`src/rtl/mld_cyclic_decoder.sv`:
```
// mld_cyclic_decoder: one-step majority-logic decoder for cyclic block codes.
// The received word is shifted in serially and then rotated N times through
// a circular buffer. On each rotation the bit leaving stage N-1 is flipped
// when at least THRESHOLD of the J orthogonal check sums evaluate to 1.
module mld_cyclic_decoder #(
    parameter int N           = 7,
    parameter int J           = 3,
    parameter     CHECK_MASKS = 21'h117158,
    parameter int THRESHOLD   = J / 2 + 1
) (
    input  logic                     clk,
    input  logic                     reset,
    input  logic                     in_valid,
    output logic                     in_ready,
    input  logic                     in_bit,
    input  logic                     correct_en,
    output logic                     out_valid,
    input  logic                     out_ready,
    output logic [N-1:0]             data_out,
    output logic [$clog2(N+1)-1:0]   err_count,
    output logic                     busy
);

    localparam int CNT_W = $clog2(N + 1);
    localparam int POP_W = $clog2(J + 1);

    localparam logic [J*N-1:0]   MASKS    = CHECK_MASKS;
    localparam logic [CNT_W-1:0] CNT_ZERO = {CNT_W{1'b0}};
    localparam logic [CNT_W-1:0] CNT_ONE  = CNT_W'(1'b1);
    localparam logic [CNT_W-1:0] CNT_LAST = CNT_W'(N - 1);
    localparam logic [CNT_W-1:0] ERR_MAX  = CNT_W'(N);
    localparam logic [POP_W-1:0] THR      = POP_W'(THRESHOLD);

    // Reject parameter sets the datapath cannot represent.
    if ($bits(CHECK_MASKS) != J * N) begin : g_bad_mask_width
        $error("mld_cyclic_decoder: CHECK_MASKS width must equal J*N");
    end
    if (THRESHOLD < 1 || THRESHOLD > J) begin : g_bad_threshold
        $error("mld_cyclic_decoder: THRESHOLD must lie in 1..J");
    end
    if (N < 3 || N > 64 || J < 1 || J > 16) begin : g_bad_size
        $error("mld_cyclic_decoder: N must be 3..64 and J must be 1..16");
    end

    typedef enum logic [1:0] {
        ST_IDLE   = 2'd0,
        ST_LOAD   = 2'd1,
        ST_DECODE = 2'd2,
        ST_DONE   = 2'd3
    } state_t;

    // Even/odd parity of the selected buffer stages.
    function automatic logic parity_of(input logic [N-1:0] v);
        return ^v;
    endfunction

    // Number of check sums that evaluate to 1.
    function automatic logic [POP_W-1:0] popcount(input logic [J-1:0] v);
        logic [POP_W-1:0] c;
        c = {POP_W{1'b0}};
        for (int k = 0; k < J; k++) begin
            c = c + POP_W'(v[k]);
        end
        return c;
    endfunction

    state_t             state_r,     state_nxt_s;
    logic [N-1:0]       shift_r,     shift_nxt_s;
    logic [CNT_W-1:0]   cnt_r,       cnt_nxt_s;
    logic [CNT_W-1:0]   err_cnt_r,   err_cnt_nxt_s;
    logic               corr_en_r,   corr_en_nxt_s;
    logic               in_ready_r,  in_ready_nxt_s;
    logic               out_valid_r, out_valid_nxt_s;
    logic               busy_r,      busy_nxt_s;
    logic [J-1:0]       chk_s;
    logic               err_s;

    for (genvar j = 0; j < J; j++) begin : g_chk
        assign chk_s[j] = parity_of(shift_r & MASKS[j*N +: N]);
    end

    assign err_s = (popcount(chk_s) >= THR);

    assign in_ready  = in_ready_r;
    assign out_valid = out_valid_r;
    assign busy      = busy_r;
    assign data_out  = shift_r;
    assign err_count = err_cnt_r;

    // Next-state, datapath update and next handshake flags.
    always_comb begin
        state_nxt_s   = state_r;
        shift_nxt_s   = shift_r;
        cnt_nxt_s     = cnt_r;
        err_cnt_nxt_s = err_cnt_r;
        corr_en_nxt_s = corr_en_r;
        case (state_r)
            ST_IDLE: begin
                if (in_valid) begin
                    state_nxt_s   = ST_LOAD;
                    shift_nxt_s   = {shift_r[N-2:0], in_bit};
                    cnt_nxt_s     = CNT_ONE;
                    err_cnt_nxt_s = CNT_ZERO;
                    corr_en_nxt_s = correct_en;
                end else begin
                    state_nxt_s   = ST_IDLE;
                end
            end
            ST_LOAD: begin
                if (in_valid) begin
                    shift_nxt_s = {shift_r[N-2:0], in_bit};
                    if (cnt_r == CNT_LAST) begin
                        state_nxt_s = ST_DECODE;
                        cnt_nxt_s   = CNT_ZERO;
                    end else begin
                        cnt_nxt_s   = cnt_r + CNT_ONE;
                    end
                end else begin
                    state_nxt_s = ST_LOAD;
                end
            end
            ST_DECODE: begin
                // The decision is counted even when correction is disabled.
                shift_nxt_s = {shift_r[N-2:0], shift_r[N-1] ^ (err_s & corr_en_r)};
                if (err_s && (err_cnt_r != ERR_MAX)) begin
                    err_cnt_nxt_s = err_cnt_r + CNT_ONE;
                end else begin
                    err_cnt_nxt_s = err_cnt_r;
                end
                if (cnt_r == CNT_LAST) begin
                    state_nxt_s = ST_DONE;
                    cnt_nxt_s   = CNT_ZERO;
                end else begin
                    cnt_nxt_s   = cnt_r + CNT_ONE;
                end
            end
            ST_DONE: begin
                if (out_ready) begin
                    state_nxt_s = ST_IDLE;
                end else begin
                    state_nxt_s = ST_DONE;
                end
            end
            default: begin
                state_nxt_s = ST_IDLE;
            end
        endcase
        in_ready_nxt_s  = (state_nxt_s == ST_IDLE) || (state_nxt_s == ST_LOAD);
        out_valid_nxt_s = (state_nxt_s == ST_DONE);
        busy_nxt_s      = (state_nxt_s != ST_IDLE);
    end

    // State, datapath and registered handshake outputs.
    always_ff @(posedge clk) begin
        if (reset) begin
            state_r     <= ST_IDLE;
            shift_r     <= {N{1'b0}};
            cnt_r       <= CNT_ZERO;
            err_cnt_r   <= CNT_ZERO;
            corr_en_r   <= 1'b0;
            in_ready_r  <= 1'b1;
            out_valid_r <= 1'b0;
            busy_r      <= 1'b0;
        end else begin
            state_r     <= state_nxt_s;
            shift_r     <= shift_nxt_s;
            cnt_r       <= cnt_nxt_s;
            err_cnt_r   <= err_cnt_nxt_s;
            corr_en_r   <= corr_en_nxt_s;
            in_ready_r  <= in_ready_nxt_s;
            out_valid_r <= out_valid_nxt_s;
            busy_r      <= busy_nxt_s;
        end
    end

endmodule

```
`config.mk`:
```
export PLATFORM = sky130hd
export DESIGN_NAME = mld_cyclic_decoder
export DESIGN_NICKNAME = d
export VERILOG_FILES = /design/src/rtl/mld_cyclic_decoder.sv
export SDC_FILE = /design/constraint.sdc
export NUM_CORES = 1
export LEC_CHECK = 0
export CAP_MARGIN = 20
export CELL_PAD_IN_SITES_DETAIL_PLACEMENT = 0
export CELL_PAD_IN_SITES_GLOBAL_PLACEMENT = 1
export CORE_ASPECT_RATIO = 0.9
export CORE_MARGIN = 4
export CORE_UTILIZATION = 42
export DETAILED_ROUTE_END_ITERATION = 10
export GPL_TIMING_DRIVEN = 0
export PLACE_DENSITY = 0.94
export SYNTH_ARGS = -nofsm -noshare
export SYNTH_HDL_FRONTEND = slang
export SYNTH_SLANG_ARGS = --single-unit
```
`constraint.sdc`:
```
create_clock -name clk -period 3.71 [get_ports clk]
set_input_delay 0.371 -clock clk [delete_from_list [all_inputs] [get_ports clk]]
set_output_delay 0.371 -clock clk [all_outputs]
set_load 0.1 [all_outputs]
```
==> results.py, run 1 <==
metrics = {
    "logic_synthesis": {
        "synth_cells": 114,
        "synth_seq_area_share": 0.356,
        "synth_cell_types": 33,
        "yosysMostFrequentCell": "dfxtp_1",
        "ys_ff_latch": 19,
        "synth_area_um2": 1070,
        "ys.flop_type": "dfxtp_1",
        "syn_avg_cell_area_um2": 9.37,
        "synth_area_leader_cell": "dfxtp_1",
        "synthTopCellsByArea": "dfxtp_1 (36%), ha_1 (9.4%), mux2i_1 (6.6%)",
        "ys_warn_count": 0,
        "yosysTopAreaCellShare": 0.356,
        "async_flop_share": 0,
        "synth_enable_flop_cells": 0,
        "synth_commonest_cells": "dfxtp_1 (19), nor2_1 (11), ha_1 (8)",
        "synthesis.nets": 128,
    },
    "clocking": {
        "cts_buffers": 3,
        "cts_buffer_depth": 2,
        "clk_latency_ns": 0.30,
        "cts_max_level": 1,
        "post-cts-setup-buffers": 0,
        "cts_tree": "yes",
        "root_buffer": "clkbuf_4",
        "clk_pin_slew_ns": 0.11,
        "cts_hold_buf": 0,
        "cts-resized-gates": 0,
        "cts.sinks": 19,
    },
    "global_route": {
        "grt_pass1_vias": 801,
        "grt_usage": 0.138,
        "grt_overflow": 0,
        "grt_first_pass_wirelength_mm": 3.55,
        "antenna_found_initial": 0,
        "grt_start_max_net_pins": 12,
    },
    "worst_setup_path": {
        "worst_setup_path_end_kind": "primary output",
        "cp.required_ns": 3.34,
        "rrSetupSlack_ns": 1.66,
        "r2r-end": "err_count[2]$_SDFFE_PP0P_",
        "critPathArrivalTime_ns": 1.98,
        "cp_max_fo": 4,
        "r2r_start": "data_out[6]$_SDFFE_PP0P_",
        "start_kind": "flop",
        "path_class": "reg2out",
        "r2r_cells": 7,
    },
    "sta": {
        "setup_violations": 0,
        "fmaxAchievable_ghz": 0.425,
        "worst_pin_slew_ns": 0.977,
        "final.period_utilization": 0.634,
        "setup_tns_ns": 0,
        "clock_skew_ns": 0.00551,
        "rsz0062_at_grt": "no",
        "slew_violations": 0,
        "hold_viol_final": 0,
        "slew_headroom": 0.347,
        "fin_crit_ns": 2.35,
    },
    "final_layout": {
        "n_antenna_cell": 0,
        "seq_area_um2": 380,
        "fin_util": 0.536,
        "multi_input_area_um2": 604,
        "drive_above_1_share": 0.118,
        "area_growth_pct": 22.7,
        "final_net_count": 151,
        "fillCellCount": 215,
    },
    "placed_design": {
        "place_congestion": 0.855,
        "hpwlAfterDp_mm": 1.54,
        "portBuffers": 18,
    },
    "min_path": {
        "hold_path_class": "reg2reg",
        "min_from": "corr_en_r$_SDFFE_PP0P_",
        "whs_path_depth": 2,
        "hold_end": "corr_en_r$_SDFFE_PP0P_",
    },
    "floorplanning": {
        "core_area_um2": 2450,
        "die_w_um": 61.2,
        "die_y_um": 55.9,
        "io_pins": 19,
        "initial_core_util": 0.437,
        "placementRows": 17,
        "die_area_um2": 3420,
    },
    "route": {
        "ant_nets": 0,
        "drt-initial-drc-count": 34,
        "detail_route.vias_per_cell": 5.24,
        "first_pass_iters": 4,
        "routed_wl_mm": 2.01,
        "vias": 860,
        "post_drt_wl_per_cell_um": 12.3,
        "route.detailed.drc": 0,
    },
    "run": {
        "drv_cap": 0,
    },
    "power": {
        "p_leak_nw": 0.522,
        "worst_ir_drop_vdd_mv": 0.161,
        "p_per_area_nw_per_um2": 299,
    },
    "status": {
        "status": "finished, final reports clean",
    },
}
per-layer routing:
metal | share of wire | vias to the layer above | wire (um) | global-route usage
met5 | 0 | - | 0 | 0
met4 | 0.030 | 0 | 61 | 0.0836
met3 | 0.029 | 5 | 59 | 0.0302
met2 | 0.45 | 13 | 908 | 0.199
met1 | 0.49 | 401 | 983 | 0.181
li1 | - | 441 | - | -
kinds of logic (layout without fill, tap and decap cells):
family / count (synthesis) / in the layout / share of synthesized area
buffers and inverters: 15 / 37 / 0.0784
adders and majority gates: 8 / 8 / 0.0937
xor gates and xnor gates: 5 / 5 / 0.0410
and+or+nand+nor: 34 / 34 / 0.170
AOI/OAI and AO/OA: 26 / 26 / 0.196
DFF: 19 / 19 / 0.356
muxes: 7 / 7 / 0.0656
area by class of cell:
cell class,count,share of cell area
Clock buffer,3,0.0172
Buffer,9,0.0468
Tap cell,28,0.0267
Timing Repair Buffer,18,0.137
Sequential cell,19,0.290
Inverter,6,0.0172
Multi-Input combinational cell,80,0.461
Clock inverter,1,0.00382
worst max-delay path, stage by stage (launching register included):
cell and delay, ns:
dfxtp_1 0.42, buf_4 0.13, clkdlybuf4s50_1 1.12
flip-flops by register name, summed over array words and instances (netlist names):
register and flops:
busy 1, cnt_r 3, corr_en_r 1, data_out 7, err_count 3, in_ready 1, out_valid 1, state_r 2
metrics by stage:
step	cells	hold WS [ns]	power, W	instance area, um^2	setup WS [ns]
after floorplan	114	0.443	0.000271	1070	1.08
after CTS	164	0.508	0.000399	1310	1.34
after global routing	164	0.546	0.000416	1310	1.29
after detailed placement	160	0.489	0.000290	1280	1.58
after global placement	160	0.480	0.000288	1280	1.61
final	164	0.504	0.000392	1310	1.36
layout by cell type (no fill, tap or decap):
cell type | netlist | layout
nor2b_1 | 2 | 2
nand2b_1 | 7 | 7
a311oi_2 | 1 | 1
nor2_1 | 11 | 11
and3b_1 | 1 | 1
o21a_1 | 1 | 1
o211ai_1 | 2 | 2
or3b_1 | 1 | 1
buf_2 | 1 | 1
o2bb2ai_1 | 3 | 3
a21oi_1 | 4 | 4
dfxtp_1 | 19 | 19
buf_4 | 7 | 7
a21o_1 | 3 | 3
clkdlybuf4s50_1 | 0 | 18
nand4_1 | 1 | 1
xnor2_1 | 5 | 5
a31oi_1 | 1 | 1
a2111oi_2 | 1 | 1
nand3b_1 | 1 | 1
inv_1 | 6 | 6
a21bo_2 | 1 | 1
ha_1 | 8 | 8
nand3_1 | 2 | 2
a311oi_1 | 3 | 3
mux2i_1 | 7 | 7
clkbuf_1 | 1 | 1
o21ai_0 | 4 | 4
clkinv_2 | 0 | 1
a41oi_2 | 1 | 1
nand2_1 | 5 | 5
or4b_1 | 1 | 1
nand4b_1 | 1 | 1
clkbuf_4 | 0 | 3
nor3_1 | 1 | 1
a211o_1 | 1 | 1
worst max-delay path by stage:
stage,startpoint,end,cells past startpoint
finish,data_out[1]$_SDFFE_PP0P_,data_out[1],2
global route,data_out[3]$_SDFFE_PP0P_,data_out[3],2
CTS,data_out[4]$_SDFFE_PP0P_,data_out[4],2
detailed placement,in_valid,data_out[5]$_SDFFE_PP0P_,6
global placement,in_valid,data_out[3]$_SDFFE_PP0P_,6
floorplan,data_out[6]$_SDFFE_PP0P_,err_count[0]$_SDFFE_PP0P_,7
where the power goes:
part	total (W)	internal, W	switching [W]	leakage (nW)
logic	0.0000697	0.0000264	0.0000433	0.349
clock network	0.000107	0.0000403	0.0000669	0.0177
registers	0.000215	0.000209	0.00000580	0.155
(Power assumes the default switching activity.)
==> run 2, diff against run 1 <==
Settings changed: CORE_UTILIZATION 42 to 35, PLACE_DENSITY 0.94 to 0.85.
Clock period 3.71 ns to 2 ns, I/O delays scaled along.
==> results.py, run 2 (synthesized netlist as in run 1, its figures left out) <==
metrics = {
    "status": {
        "status": "finished, final reports clean",
    },
    "route": {
        "ant_nets": 0,
        "route.detailed.drc": 0,
        "routed_wl_mm": 2.16,
        "post_drt_wl_per_cell_um": 12.2,
        "vias": 866,
        "drt-initial-drc-count": 19,
        "detail_route.vias_per_cell": 4.89,
        "first_pass_iters": 4,
    },
    "worst_setup_path": {
        "path_class": "reg2out",
        "cp.required_ns": 1.80,
        "crit_chain": "clkdlybuf4s50_1",
        "start_kind": "flop",
        "critical_path.slowest_cell": "clkdlybuf4s50_1",
        "worst_setup_path_end_kind": "primary output",
        "cp_max_fo": 1,
        "cp_num_buf_inv": 1,
        "critPathArrivalTime_ns": 1.76,
        "slowest_delay_ns": 1.13,
        "crit_family": "buffers and inverters",
    },
    "floorplanning": {
        "io_pins": 19,
        "core_area_um2": 2840,
        "die_w_um": 66.2,
        "placementRows": 18,
        "initial_core_util": 0.377,
        "die_area_um2": 4000,
        "die_y_um": 60.4,
    },
    "clocking": {
        "cts_max_level": 1,
        "clk_pin_slew_ns": 0.11,
        "cts_buffers": 3,
        "cts_buffer_depth": 2,
        "cts_hold_buf": 0,
        "root_buffer": "clkbuf_4",
        "cts.sinks": 19,
        "cts_tree": "yes",
        "clk_latency_ns": 0.30,
    },
    "global_route": {
        "grt_first_pass_wirelength_mm": 3.75,
        "antenna_found_initial": 0,
        "grt_overflow": 0,
        "grt_start_max_net_pins": 11,
        "grt_pass1_vias": 850,
        "grt_usage": 0.123,
    },
    "sta": {
        "fmaxAchievable_ghz": 0.510,
        "fin_crit_ns": 1.96,
        "rsz0062_at_grt": "yes",
        "setup_violations": 0,
        "hold_viol_final": 0,
        "slew_headroom": 0.347,
        "clock_skew_ns": 0.00863,
        "worst_pin_slew_ns": 0.976,
        "hold_ws_ns": 0.489,
        "slew_violations": 0,
        "setup_tns_ns": 0,
        "final.period_utilization": 0.980,
    },
    "placed_design": {
        "place_congestion": 0.865,
        "portBuffers": 18,
    },
    "final_layout": {
        "seq_area_um2": 389,
        "final_net_count": 152,
        "mostFrequentLayoutCell": "dfxtp_1",
        "final_cell_mix": "dfxtp_1 (14), nor2_1 (11), dlygate4sd2_1 (10), ha_1 (8), buf_4 (8)",
        "area_growth_pct": 27.3,
        "fillCellCount": 286,
        "multi_input_area_um2": 633,
        "n_antenna_cell": 0,
        "largest_reg_flops": 7,
        "drive_above_1_share": 0.175,
    },
    "power": {
        "worst_ir_drop_vdd_mv": 0.322,
        "p_leak_nw": 0.576,
        "p_per_area_nw_per_um2": 537,
    },
    "run": {
        "drv_cap": 0,
    },
    "min_path": {
        "hold_path_class": "in2reg",
    },
}
## run 2: changes by cell type in the layout (fill, tap and decap cells not counted), sizes merged
cell and change:
buf +1, clkbuf +1, clkdlybuf4s50 -11, clkinv -1, dlygate4sd2 +10, dlymetal6s2s +1
## run 2: metal layers
layer	GRT usage	vias up	wire, um
met5	0	-	0
met4	0.0435	0	22
met3	0.0407	2	89
met2	0.209	15	1030
met1	0.147	402	1020
li1	-	447	-
## run 2: worst paths after layout
check	startpoint	to	slack, ns	depth (start not counted)
max	busy$_SDFF_PP0_	busy	0.04	1
min	correct_en	corr_en_r$_SDFFE_PP0P_	0.49	3
max reg2reg	data_out[6]$_SDFFE_PP0P_	err_count[1]$_SDFFE_PP0P_	0.11	6
min reg2reg	err_count[2]$_SDFFE_PP0P_	err_count[2]$_SDFFE_PP0P_	0.50	2
## run 2: final cells by class
cell class                 count  area share
multi-input combinational     80       0.466
inverter                       6      0.0166
tap                           40      0.0368
clock buffer                   4      0.0193
timing repair buffer          20       0.136
sequential                    19       0.286
buffer                         8      0.0396
## run 2: repair_timing
item / 4_1_cts / 5_1_grt
setup buffers: 2 / 0
resized for setup: 11 / 5
cloned: 0 / 0
endpoints found under the setup margin: 13 / 5
pin swaps: 6 / 5
endpoints found under the hold margin: 0 / 0
## run 2: report_power, final
| group | leakage, nW | total, W | switching, W | internal [W] |
|---|---|---|---|---|
| clock | 0.0150 | 0.000200 | 0.000122 | 0.0000778 |
| combinational | 0.403 | 0.000131 | 0.0000812 | 0.0000501 |
| sequential | 0.157 | 0.000398 | 0.0000113 | 0.000387 |
| total | 0.576 | 0.000730 | 0.000215 | 0.000515 |
## run 2: stage by stage
stage               std cells  power (W)  instance area, um^2   util  worst slack [ns]
floorplan                 114   0.000501                 1090      -           -0.0805
global placement          172   0.000534                 1320  0.466            0.0248
detailed placement        172   0.000537                 1320  0.466           -0.0190
CTS                       178   0.000734                 1360  0.478           -0.0288
global route              177   0.000767                 1360  0.479           -0.0129
finish                    177   0.000730                 1360  0.479            0.0391
